==> src/rtl/param_ring_counter.sv <==
// Parametrised ring / Johnson counter with direction, enable, parallel load,
// wrap pulse, illegal-state detection and optional self-correction.
module param_ring_counter #(
  parameter int unsigned           WIDTH        = 4,
  parameter logic [WIDTH-1:0]      INIT         = {1'b1, {(WIDTH-1){1'b0}}},
  parameter bit                    AUTO_CORRECT = 1'b1
) (
  input  logic             clk,
  input  logic             rst,
  input  logic             en,
  input  logic             mode,
  input  logic             dir,
  input  logic             load,
  input  logic [WIDTH-1:0] load_val,
  output logic [WIDTH-1:0] q,
  output logic             wrap,
  output logic             illegal
);

  // Ring legality: exactly one bit set.
  function automatic logic is_ring_legal(input logic [WIDTH-1:0] v);
    int unsigned cnt;
    cnt = 32'd0;
    for (int i = 0; i < int'(WIDTH); i++) begin
      cnt = cnt + 32'(v[i]);
    end
    return (cnt == 32'd1);
  endfunction

  // Johnson legality: at most one boundary between adjacent differing bits.
  function automatic logic is_johnson_legal(input logic [WIDTH-1:0] v);
    logic [WIDTH-2:0] t;
    int unsigned      cnt;
    t   = v[WIDTH-2:0] ^ v[WIDTH-1:1];
    cnt = 32'd0;
    for (int i = 0; i < int'(WIDTH) - 1; i++) begin
      cnt = cnt + 32'(t[i]);
    end
    return (cnt <= 32'd1);
  endfunction

  logic [WIDTH-1:0] r_q;
  logic             r_wrap;
  logic [WIDTH-1:0] w_home;
  logic [WIDTH-1:0] w_step;
  logic             w_legal;

  // Home state, next step value and legality for the current mode.
  always_comb begin
    w_home  = mode ? {WIDTH{1'b0}} : INIT;
    w_step  = r_q;
    w_legal = mode ? is_johnson_legal(r_q) : is_ring_legal(r_q);
    case ({mode, dir})
      2'b00:   w_step = {r_q[0], r_q[WIDTH-1:1]};
      2'b01:   w_step = {r_q[WIDTH-2:0], r_q[WIDTH-1]};
      2'b10:   w_step = {~r_q[0], r_q[WIDTH-1:1]};
      2'b11:   w_step = {r_q[WIDTH-2:0], ~r_q[WIDTH-1]};
      default: w_step = r_q;
    endcase
  end

  // State update: reset, then load, then correction, then step.
  always_ff @(posedge clk) begin
    if (!rst) begin
      r_q    <= w_home;
      r_wrap <= 1'b0;
    end else if (load) begin
      r_q    <= load_val;
      r_wrap <= 1'b0;
    end else if (en && !w_legal && AUTO_CORRECT) begin
      r_q    <= w_home;
      r_wrap <= 1'b0;
    end else if (en) begin
      r_q    <= w_step;
      r_wrap <= (w_step == w_home);
    end else begin
      r_q    <= r_q;
      r_wrap <= 1'b0;
    end
  end

  assign q       = r_q;
  assign wrap    = r_wrap;
  assign illegal = ~w_legal;

endmodule

==> config.mk <==
export PLATFORM = sky130hd
export DESIGN_NAME = param_ring_counter
export DESIGN_NICKNAME = d
export VERILOG_FILES = /design/src/rtl/param_ring_counter.sv
export SDC_FILE = /design/constraint.sdc
export NUM_CORES = 1
export LEC_CHECK = 0
export BUFFER_PORTS_ARGS = -buffer_cell sky130_fd_sc_hd__buf_2
export CAP_MARGIN = 20
export CORE_AREA = 2 2 39 41
export CTS_BUF_LIST = sky130_fd_sc_hd__clkbuf_4
export CTS_CLUSTER_SIZE = 14
export DETAILED_ROUTE_END_ITERATION = 10
export DIE_AREA = 0 0 41 43
export PLACE_DENSITY_LB_ADDON = 0.1
export SLEW_MARGIN = 20
export SYNTH_ARGS = -nofsm -noshare
export SYNTH_HDL_FRONTEND = slang
export SYNTH_SLANG_ARGS = --single-unit
==> constraint.sdc <==
create_clock -name clk -period 4.94 [get_ports clk]
set_input_delay 1.235 -clock clk [delete_from_list [all_inputs] [get_ports clk]]
set_output_delay 1.235 -clock clk [all_outputs]
set_load 0.02 [all_outputs]
Word-level counts from Yosys, hierarchy flattened --
Cells that the tools add are included.
Storage, ports and cells: register bits 5, output and inout port bits 6, word-level logic and storage cells 31, bits of input ports 10
Cells by class: reductions and logical operators 4, bitwise operators 6, eq/ne operators 6, add/subtract/negate cells 5, magnitude comparators 1, multiplexer cells 7
Operators with widths (number):
- two-way mux 4 bit | 5
- case mux 4 bit (4 select lines) | 1
- adder 2 x 1 -> 3 bit | 2
- inverter 1 bit | 5
- adder 1 x 1 -> 2 bit | 2
- adder 3 x 1 -> 4 bit | 1
- equality test 2 bit (second input constant) | 2
- equality test 4 x 1 -> 1 bit (second input constant) | 1
- equality test 4 bit | 1
- inequality test 4 x 1 -> 1 bit (second input constant) | 1
- OR reduction 4 bit | 1
- <= comparator 3 x 1 -> 1 bit (second input constant) | 1
- bitwise XOR 3 bit | 1
- equality test 2 x 1 -> 1 bit (second input constant) | 1
- zero test 2 bit | 1
- logical AND 1 bit | 1
- zero test 1 bit | 1
- two-way mux 1 bit | 1

Depth between registers and ports, before layout --
Gate-level depths: netlist (run 1).
word-level depth 10, mapped depth 9, gate-level depth less buffers 9

Worst setup path before layout (run 1) --
Ideal clock, no wire load.
kind reg2out, start register r_q[0], in the netlist q[0], end output port illegal, required time 3.705 ns, setup slack 1.545 ns, path buffers 0, arrival 2.160 ns, stages on the path, launching flop included 8, cell sequence edfxtp_1 > inv_1 > fa_1 > inv_1 > ha_1 > ha_1 > nor4b_2 > a211oi_2
Between the ends: word-level cells in the longest chain between the ends 6, elaborated cells on any way between the ends 10, those cells by class 5 x add/sub; 1 x order compare; 1 x eq/ne; 1 x mux; 2 x bitwise
Ends and longest elaborated chain:
- start: declaration | line 42 | logic [WIDTH-1:0] r_q;
- start signal: assignment | line 65 | r_q <= w_home;
- start signal: assignment | line 68 | r_q <= load_val;
- start signal: assignment | line 71 | r_q <= w_home;
- adder 1 x 1 -> 2 bit / bitwise XOR 3 bit (equally long branches) | line 25, 34
- adder 2 x 1 -> 3 bit / adder 1 x 1 -> 2 bit (equally long branches) | line 25, 37
- adder 3 x 1 -> 4 bit / adder 2 x 1 -> 3 bit (equally long branches) | line 25, 37
- equality test 4 x 1 -> 1 bit / <= comparator 3 x 1 -> 1 bit (equally long branches) | line 27, 39
- two-way mux 1 bit * | line 52 | w_legal = mode ? is_johnson_legal(r_q) : is_ring_legal(r_q);
- inverter 1 bit * | line 84 | assign illegal = ~w_legal;
- end: declaration | line 17 | output logic illegal
Every way passes the cells marked *; elsewhere a longest branch is shown, timed or not.

Worst setup path after layout (run 1) --
start register r_q[1], in the netlist q[1], end output port illegal
The elaborated chain is that of the path after synthesis.

==> results of run 1 <==
## cell usage after synthesis, drive strengths merged
cell type,number,area (um2)
mux2,1,11.3
a32o,3,30.0
fa,1,20.0
or2,1,6.26
nand2b,2,12.5
o22ai,2,12.5
a211oi,1,12.5
ha,4,50.1
nor4,2,12.5
dfxtp,1,20.0
xor2,1,8.76
edfxtp,4,120
inv,6,22.5
buf,3,22.5
nand2,5,18.8
nor2,3,11.3
o21ai,1,5.00
a21oi,3,18.8
nor4b,1,15.0
nor2b,1,6.26
xnor2,3,26.3
nor3b,1,7.51
a221oi,1,15.0
a31oi,1,6.26
## worst max-delay path, delay by kind of cell (launching register included)
kind | cells | cell delay [ns]
adders and majority gates | 3 | 0.96
DFF | 1 | 0.46
buffers and inverters | 3 | 0.34
and+or+nand+nor | 1 | 0.32
AOI/OAI and AO/OA | 1 | 0.11
## final timing paths
kind	slack, ns	cells after the start	end	start
worst min-delay path	0.74	3	wrap	q[1]
worst max-delay path	1.26	8	illegal	q[1]
worst min register to register	0.74	3	wrap	q[1]
worst max register to register	2.31	9	q[3]	q[1]
## logic make-up after synthesis
group / count (synthesis) / synth area share [%]
multiplexers: 1 / 2.29
flip-flops: 5 / 28.5
adder cells (fa/ha/maj): 5 / 14.2
XOR/XNOR: 4 / 7.13
buffers and inverters: 9 / 9.16
AND/OR/NAND/NOR: 16 / 18.3
AO/OA/AOI/OAI: 12 / 20.4
## power groups by stage
| stage | sequential [W] | clock [W] | combinational, W |
|---|---|---|---|
| after floorplan | 0.0000623 | 0 | 0.0000550 |
| after global placement | 0.0000602 | 0 | 0.0000770 |
| after detailed placement | 0.0000604 | 0 | 0.0000778 |
| after CTS | 0.0000596 | 0.0000569 | 0.0000778 |
| after global routing | 0.0000605 | 0.0000578 | 0.0000849 |
| final | 0.0000592 | 0.0000551 | 0.0000767 |
## state kept, by name (all words and copies together) (netlist names)
register and count:
wrap 1, q 4
## routing by layer
| metal | GRT usage (%) | up-vias | wire, um |
|---|---|---|---|
| met5 | 0 | - | 0 |
| met1 | 19.9 | 176 | 498 |
| met3 | 1.57 | 5 | 67 |
| li1 | - | 221 | - |
| met4 | 14.0 | 0 | 42 |
| met2 | 21.3 | 17 | 479 |
## through the flow
step / hold slack (ns) / cell area (um2) / cells / total power (W)
floorplan: 0.788 / 492 / 52 / 0.000117
global placement: 0.741 / 564 / 80 / 0.000137
detailed placement: 0.761 / 564 / 80 / 0.000138
CTS: 0.767 / 594 / 84 / 0.000194
global route: 0.814 / 594 / 84 / 0.000203
finish: 0.743 / 594 / 84 / 0.000191
## area by class of cell
| class | instances | share of cell area, % |
|---|---|---|
| tap | 16 | 3.37 |
| timing repair buffer | 15 | 12.6 |
| sequential | 5 | 23.6 |
| multi-input combinational | 38 | 51.6 |
| inverter | 6 | 3.79 |
| clock buffer | 4 | 5.05 |
==> metrics, run 1 <==
max cap viols=0; Final Cycle Share=74.4%; share of post-route cells with drive strength above 1=36.8%; Rows=14; Avg WL per Cell=13.0 um; first-pass GRT wire length=1720 um; DRC viols=0; Max Slew Vio Count=0; initial DRC count=2; H-Tree Depth=1; final net count=84; final design utilization=42.9%; Reg power frac=31.0%; Worst setup SP type=register; pre-CTS WS=1.49 ns; die width=41 um; Hold Vio Cnt, Final=0; Fillers=139; P_leak=0.273 nW; initial core utilization=35.5%; Worst-Skew Late Latency=0.25 ns; RSZ-0062 raised after global routing=false; gp weighted congestion=0.638; Worst Path Arrival=2.44 ns; Area Growth Syn to Fin=20.9%; combinational fraction of design power=40.1%; clock share of power=28.9%; worst path cell trace=inv_1 -> fa_1 -> inv_1 -> ha_1 -> ha_1 -> nor4b_2 -> a211oi_2 -> buf_2; I/O pin count=16; setup TNS=0 ns; ant diodes=0; CTS Buf Count=3; TritonCTS clock tree=built; Critical Path Max Stage Delay=0.51 ns; HPWL after detailed placement=873 um; sequential-to-total area share from yosys stat=28.5%; maximum number of pins on one net before global-route repair=10; vias=419; Clock Path Buffers=2; antenna violations before repair=0; Net Sw Frac=37.0%; Initial DRT Pass Iterations=3; Slew HR=75.8%; crit path max fanout=6; cells after synthesis=52; Critical Path RT=3.70 ns; commonest non-fill, non-tap cells in the layout=buf_2, inv_1, nand2_1; Buffers on Ports=15; remaining global-route overflow=0; syn_area_per_cell=9.46 um2; Post-Route WL=1090 um; post-CTS setup buffers=0; fmax=272 MHz; syn nets=67; Placeable Area=1380 um2; clk root buf=clkbuf_4; vias in the first global route=391; hold_buf cts=0; fin crit period=3.68 ns; Critical Path End Type=output port; clock-pin slew on the worst setup and hold paths=0.05 ns; outcome=finished, final reports clean; Max Clock Skew=0.000641 ns; Clock Sink Count=5; Via density=4.99; Yosys cell types=27; Die ar.=1760 um2; peak supply drop=0.000136 V; Reg area=140 um2; Slew @ Worst Pin=0.362 ns; antenna violation net count after detailed routing=0; multi-input combinational cell area=307 um2; PostCTS Resize Cnt=0; Switching Power=0.0000706 W; commonest non-fill, non-tap cell in the layout=buf_2; Setup-failing EPs final=0; power per cell area=321 nW/um2; Synth warnings=0; Setup CP Type=reg2out; Pint=0.000120 W; slowest CP cell=fa_1; mapped cell area=492 um2; die height=43 um; fin worst setup slack=1.26 ns; Hold/Removal Path Class=reg2reg; Seq cells post-synth=5; GRT Resource Usage Total=15.4%
Power figures use the tool's default switching activity.
==> run 2: changes to the inputs <==
ABC_AREA = 1   (was unset)
clock period = 3.8 ns   (was 4.94 ns; I/O delays follow)
==> run 2 against run 1 <==
Power rose by 20%; sequential power rose by 23%; largest cell class unchanged; final cell count rose by 23%; clock power rose by 23%; global-route usage rose by 1.7 points.
==> metrics, run 2 <==
outcome=finished, final reports clean; setup TNS=0 ns (unchanged); max cap viols=0 (unchanged); die width=41 um (unchanged); initial core utilization=36.5% (+0.99 points); initial DRC count=5 (+3); clk root buf=clkbuf_4; Synth top area share=23.8% (-0.67 points); first-pass GRT wire length=2040 um (+18%); Reg power frac=31.7% (+0.7 points); Net Sw Frac=36.1% (-0.91 points); antenna violation net count after detailed routing=0 (unchanged); Setup CP Type=reg2out; combinational fraction of design power=38.7% (-1.4 points); Worst setup SP type=register; clock share of power=29.6% (+0.7 points); Area Growth Syn to Fin=23.3%; commonest non-fill, non-tap cell in the layout=nand2_1; Synth area leader=edfxtp_1; gp weighted congestion=0.747 (+17%); Clock Sink Count=5 (unchanged); mapped cell area=505 um2 (+2.8%); maximum number of pins on one net before global-route repair=11 (+1); DRC viols=0 (unchanged); Clock Path Buffers=2 (unchanged); commonest non-fill, non-tap cells in the layout=nand2_1, buf_2, inv_1; CTS Buf Count=3 (unchanged); Max Clock Skew=0.00101 ns (+0.000374 ns); vias=496 (+18%); DP Area=593 um2 (+5.1%); Pint=0.000147 W (+22%); final net count=103 (+23%); Hold/Removal Path Class=reg2reg; PostCTS Resize Cnt=0 (unchanged); remaining global-route overflow=0 (unchanged); fin worst setup slack=0.504 ns (-0.759 ns); GRT Resource Usage Total=17.1% (+1.7 points); antenna violations before repair=0 (unchanged); Worst Path Arrival=2.35 ns (-0.09 ns); Seq cells post-synth=5 (unchanged); share of post-route cells with drive strength above 1=31.0% (-5.7 points); post-CTS setup buffers=0 (unchanged); Die ar.=1760 um2 (unchanged); Primary FF master, synth=edfxtp_1; Via density=4.82 (-3.5%); crit path max fanout=6 (unchanged); number of flip-flops in the largest register=4 (unchanged); HPWL after detailed placement=921 um (+5.5%); ys async rst share=0% (unchanged); P_leak=0.327 nW (+20%); Slew @ Worst Pin=0.350 ns (-0.0120 ns); Post-Route WL=1150 um (+5.5%); Synth warnings=0 (unchanged); count leader, synth=nand2_1; sequential-to-total area share from yosys stat=27.7% (-0.78 points); Final Cycle Share=86.7%; vias in the first global route=504 (+29%); Hold Vio Cnt, Final=0 (unchanged); Critical Path End Type=output port; Avg WL per Cell=11.1 um (-14%); TritonCTS clock tree=built; Slew HR=76.4% (+0.60 points); Worst-Skew Late Latency=0.24 ns (about the same); Buffers on Ports=15 (unchanged); Critical Path RT=2.85 ns (-0.85 ns); clock-pin slew on the worst setup and hold paths=0.04 ns (about the same); hold_buf cts=0 (unchanged); Setup-failing EPs final=0 (unchanged); cells after synthesis=69 (+33%); Max Slew Vio Count=0 (unchanged); peak supply drop=0.000165 V (+21%); commonest cells in the netlist=nand2_1, inv_1, a21oi_1; syn nets=84 (+25%); H-Tree Depth=1 (unchanged); Placeable Area=1380 um2 (unchanged); fmax=303 MHz; Area contributors post-synth=edfxtp_1, nand2_1, ha_1; RSZ-0062 raised after global routing=false; I/O pin count=16 (unchanged); die height=43 um (unchanged); Rows=14 (unchanged); Post-synth EDFFs=4 (unchanged); fin crit period=3.30 ns; Switching Power=0.0000828 W (+17%); power per cell area=368 nW/um2 (+15%); Final Instance Area=623 um2 (+4.8%); Yosys cell types=23 (-15%); ant diodes=0 (unchanged); Initial DRT Pass Iterations=2 (-1); pre-CTS WS=0.717 ns (-0.773 ns); syn_area_per_cell=7.33 um2 (-23%)
[run 2: cell count changes after synthesis, moves of 3 or more]
cell	previous run	this run
nand3_1	0	3
inv_2	0	3
a32o_1	3	0
nand2_1	5	17
inv_1	6	9
a21oi_1	2	5
[run 2: layout make-up]
class / instances / area [um2]
Clock buffer: 4 / 30.0
Fill cell: 152 / 761
Inverter: 12 / 45.0
Multi-Input combinational cell: 51 / 313
Sequential cell: 5 / 140
Tap cell: 16 / 20.0
Timing Repair Buffer: 15 / 75.1
[run 2: worst max-delay path: stages (launching register included)]
cell	delay [ns]
edfxtp_1	0.47
inv_1	0.10
fa_1	0.55
inv_1	0.05
ha_1	0.17
ha_1	0.26
nor2_1	0.10
nand3_1	0.11
a21boi_0	0.14
buf_2	0.16
[run 2: power groups by stage]
stage                     sequential [W]  clock (W)  combinational [W]
after global routing           0.0000739  0.0000747           0.000103
after CTS                      0.0000729  0.0000715          0.0000905
after detailed placement       0.0000738          0          0.0000901
final                          0.0000727  0.0000679          0.0000889
after global placement         0.0000738          0          0.0000871
after floorplan                0.0000773          0          0.0000583
[run 2: per-layer routing]
layer	GRT usage, %	vias up	wire length (um)
met5	0	-	0
li1	-	258	-
met4	4.00	0	0
met1	20.5	226	500
met2	28.7	12	593
met3	4.71	0	54
[run 2: logic make-up (layout without fill, tap and decap cells)]
kind of cell | count (synthesis) | after routing | synth area share [%]
simple gates | 32 | 32 | 30.9
buf+inv | 13 | 31 | 10.4
compound gates | 11 | 11 | 11.9
fa+ha+maj | 5 | 5 | 13.9
flops | 5 | 5 | 27.7
xor+xnor | 3 | 3 | 5.20
[run 2: final timing paths]
path	startpoint	end	slack, ns	depth (start not counted)
max	q[0]	illegal	0.50	9
min	q[1]	wrap	0.72	3
max reg2reg	q[0]	q[1]	1.42	12
min reg2reg	q[1]	wrap	0.72	3
[run 2: stage by stage]
stage	cells	power, W	hold slack [ns]	utilization (%)
floorplan	69	0.000136	0.765	-
global placement	99	0.000161	0.742	42.9
detailed placement	99	0.000164	0.723	42.9
CTS	103	0.000235	0.737	45.0
global route	103	0.000251	0.788	45.0
finish	103	0.000230	0.724	45.0
==> run 3: changes to the inputs <==
clock period = 3 ns   (was 3.8 ns; I/O delays follow)
==> run 3 against run 2 <==
Final cell count up 3.9%; core utilization rose by 2.2 points; first-iteration DRC count is 40% lower; cell area grew 4.8%; critical path type unchanged; critical endpoint unchanged.
==> metrics, run 3 (same netlist as run 2, synthesis figures left out) <==
outcome=finished, final reports clean; Worst Path Arrival=2.10 ns (-0.25 ns); I/O pin count=16 (unchanged); Buffers on Ports=15 (unchanged); multi-input combinational cell area=313 um2 (unchanged); die width=41 um (unchanged); Rows=14 (unchanged); share of post-route cells with drive strength above 1=34.1% (+3.0 points); PostCTS Resize Cnt=0 (unchanged); DRC viols=0 (unchanged); Final Cycle Share=95.2%; max cap viols=0 (unchanged); Hold/Removal Path Class=reg2reg; Setup-failing EPs final=0 (unchanged); Placeable Area=1380 um2 (unchanged); reg-to-reg setup timing slack=0.74 ns (-0.68 ns); fmax=350 MHz; clock-pin slew on the worst setup and hold paths=0.05 ns (about the same); Final Instance Area=653 um2 (+4.8%); CTS Buf Count=3 (unchanged); Initial DRT Pass Iterations=3 (+1); Worst R2R Path Depth=12 (unchanged); Clock Sink Count=5 (unchanged); maximum number of pins on one net before global-route repair=11 (unchanged); first-pass GRT wire length=1900 um (-6.4%); hold_buf cts=0 (unchanged); Via density=4.59 (-4.7%); reg2reg start=q[0]; Worst-Skew Late Latency=0.23 ns (about the same); Setup CP Type=reg2out; die height=43 um (unchanged); Max Clock Skew=0.00269 ns (+0.00167 ns); commonest non-fill, non-tap cells in the layout=nand2_1, buf_2, inv_1; power per cell area=456 nW/um2 (+24%); worst setup path end=illegal; TritonCTS clock tree=built; worst reg2reg endpoint=q[3]; Reg area=140 um2 (unchanged); H-Tree Depth=1 (unchanged); Critical Path End Type=output port; Hold Vio Cnt, Final=0 (unchanged); vias in the first global route=469 (-6.9%); Die ar.=1760 um2 (unchanged); RSZ-0062 raised after global routing=false; crit path max fanout=2 (-4); antenna violations before repair=0 (unchanged); number of flip-flops in the largest register=4 (unchanged); Max Slew Vio Count=0 (unchanged); Post-Route WL=1120 um (-2.3%); DP Area=608 um2 (+2.5%); peak supply drop=0.000259 V (+57%); GRT Resource Usage Total=15.7% (-1.4 points); Worst setup SP type=register; Critical Path Start=q[0]; HPWL after detailed placement=938 um (+1.8%); Fillers=148 (-2.6%); Critical Path RT=2.25 ns (-0.60 ns); Slew HR=80.6% (+4.2 points); Slew @ Worst Pin=0.287 ns (-0.0625 ns); clk root buf=clkbuf_4; remaining global-route overflow=0 (unchanged); initial DRC count=3 (-2); commonest non-fill, non-tap cell in the layout=nand2_1; initial core utilization=36.5% (unchanged); final net count=107 (+3.9%); vias=491 (-1.0%); setup TNS=0 ns (unchanged); ant diodes=0 (unchanged); Clock Path Buffers=2 (unchanged); gp weighted congestion=0.802 (+7.4%); post-CTS setup buffers=0 (unchanged); antenna violation net count after detailed routing=0 (unchanged); Avg WL per Cell=10.5 um (-5.9%); P_leak=0.347 nW (+6.0%); fin crit period=2.85 ns; Area Growth Syn to Fin=29.2%
run 3: cell types whose count changed in the layout (fill, tap and decap cells not counted), sizes merged:
cell  before  now
buf       15   19
run 3: critical path: stages, from the launching register on:
cell	delay [ns]
edfxtp_1	0.34
inv_1	0.06
fa_1	0.52
inv_1	0.04
ha_1	0.17
ha_1	0.26
nor2_1	0.11
nand3_1	0.10
a21boi_1	0.13
buf_2	0.15
run 3: report_power, final:
group	internal (W)	switching [W]	total, W
combinational	0.0000524	0.0000735	0.000126
clock	0.0000592	0.0000263	0.0000855
sequential	0.0000820	0.00000466	0.0000866
run 3: worst min-delay path by stage:
stage	start	to	slack [ns]	depth (start not counted)
4_1_cts	q[1]	wrap	0.74	4
2_1_floorplan	q[1]	wrap	0.77	3
3_5_place_dp	q[1]	wrap	0.73	4
5_1_grt	q[1]	wrap	0.78	4
3_3_place_gp	q[1]	wrap	0.74	4
6_report	q[1]	wrap	0.74	4
run 3: per-stage QoR:
step	power (W)	std cells	util, %	worst slack (ns)	hold WS (ns)
after floorplan	0.000173	69	-	0.125	0.765
after global placement	0.000208	101	43.9	0.363	0.742
after detailed placement	0.000209	101	43.9	0.304	0.728
after CTS	0.000295	105	46.1	0.0623	0.743
after global routing	0.000323	107	47.2	0.0170	0.782
final	0.000298	107	47.2	0.145	0.740
run 3: per-layer routing:
metal / global-route usage, % / vias to the layer above / routed length [um]
li1: - / 268 / -
met5: 0 / - / 0
met2: 25.9 / 12 / 546
met1: 19.9 / 211 / 527
met4: 4.00 / 0 / 0
met3: 3.14 / 0 / 48
run 3: cell type report:
| type | instances | share of cell area [%] |
|---|---|---|
| tap | 16 | 3.07 |
| inverter | 12 | 6.90 |
| multi-input combinational | 51 | 47.9 |
| clock buffer | 4 | 4.60 |
| sequential | 5 | 21.5 |
| timing repair buffer | 19 | 16.1 |
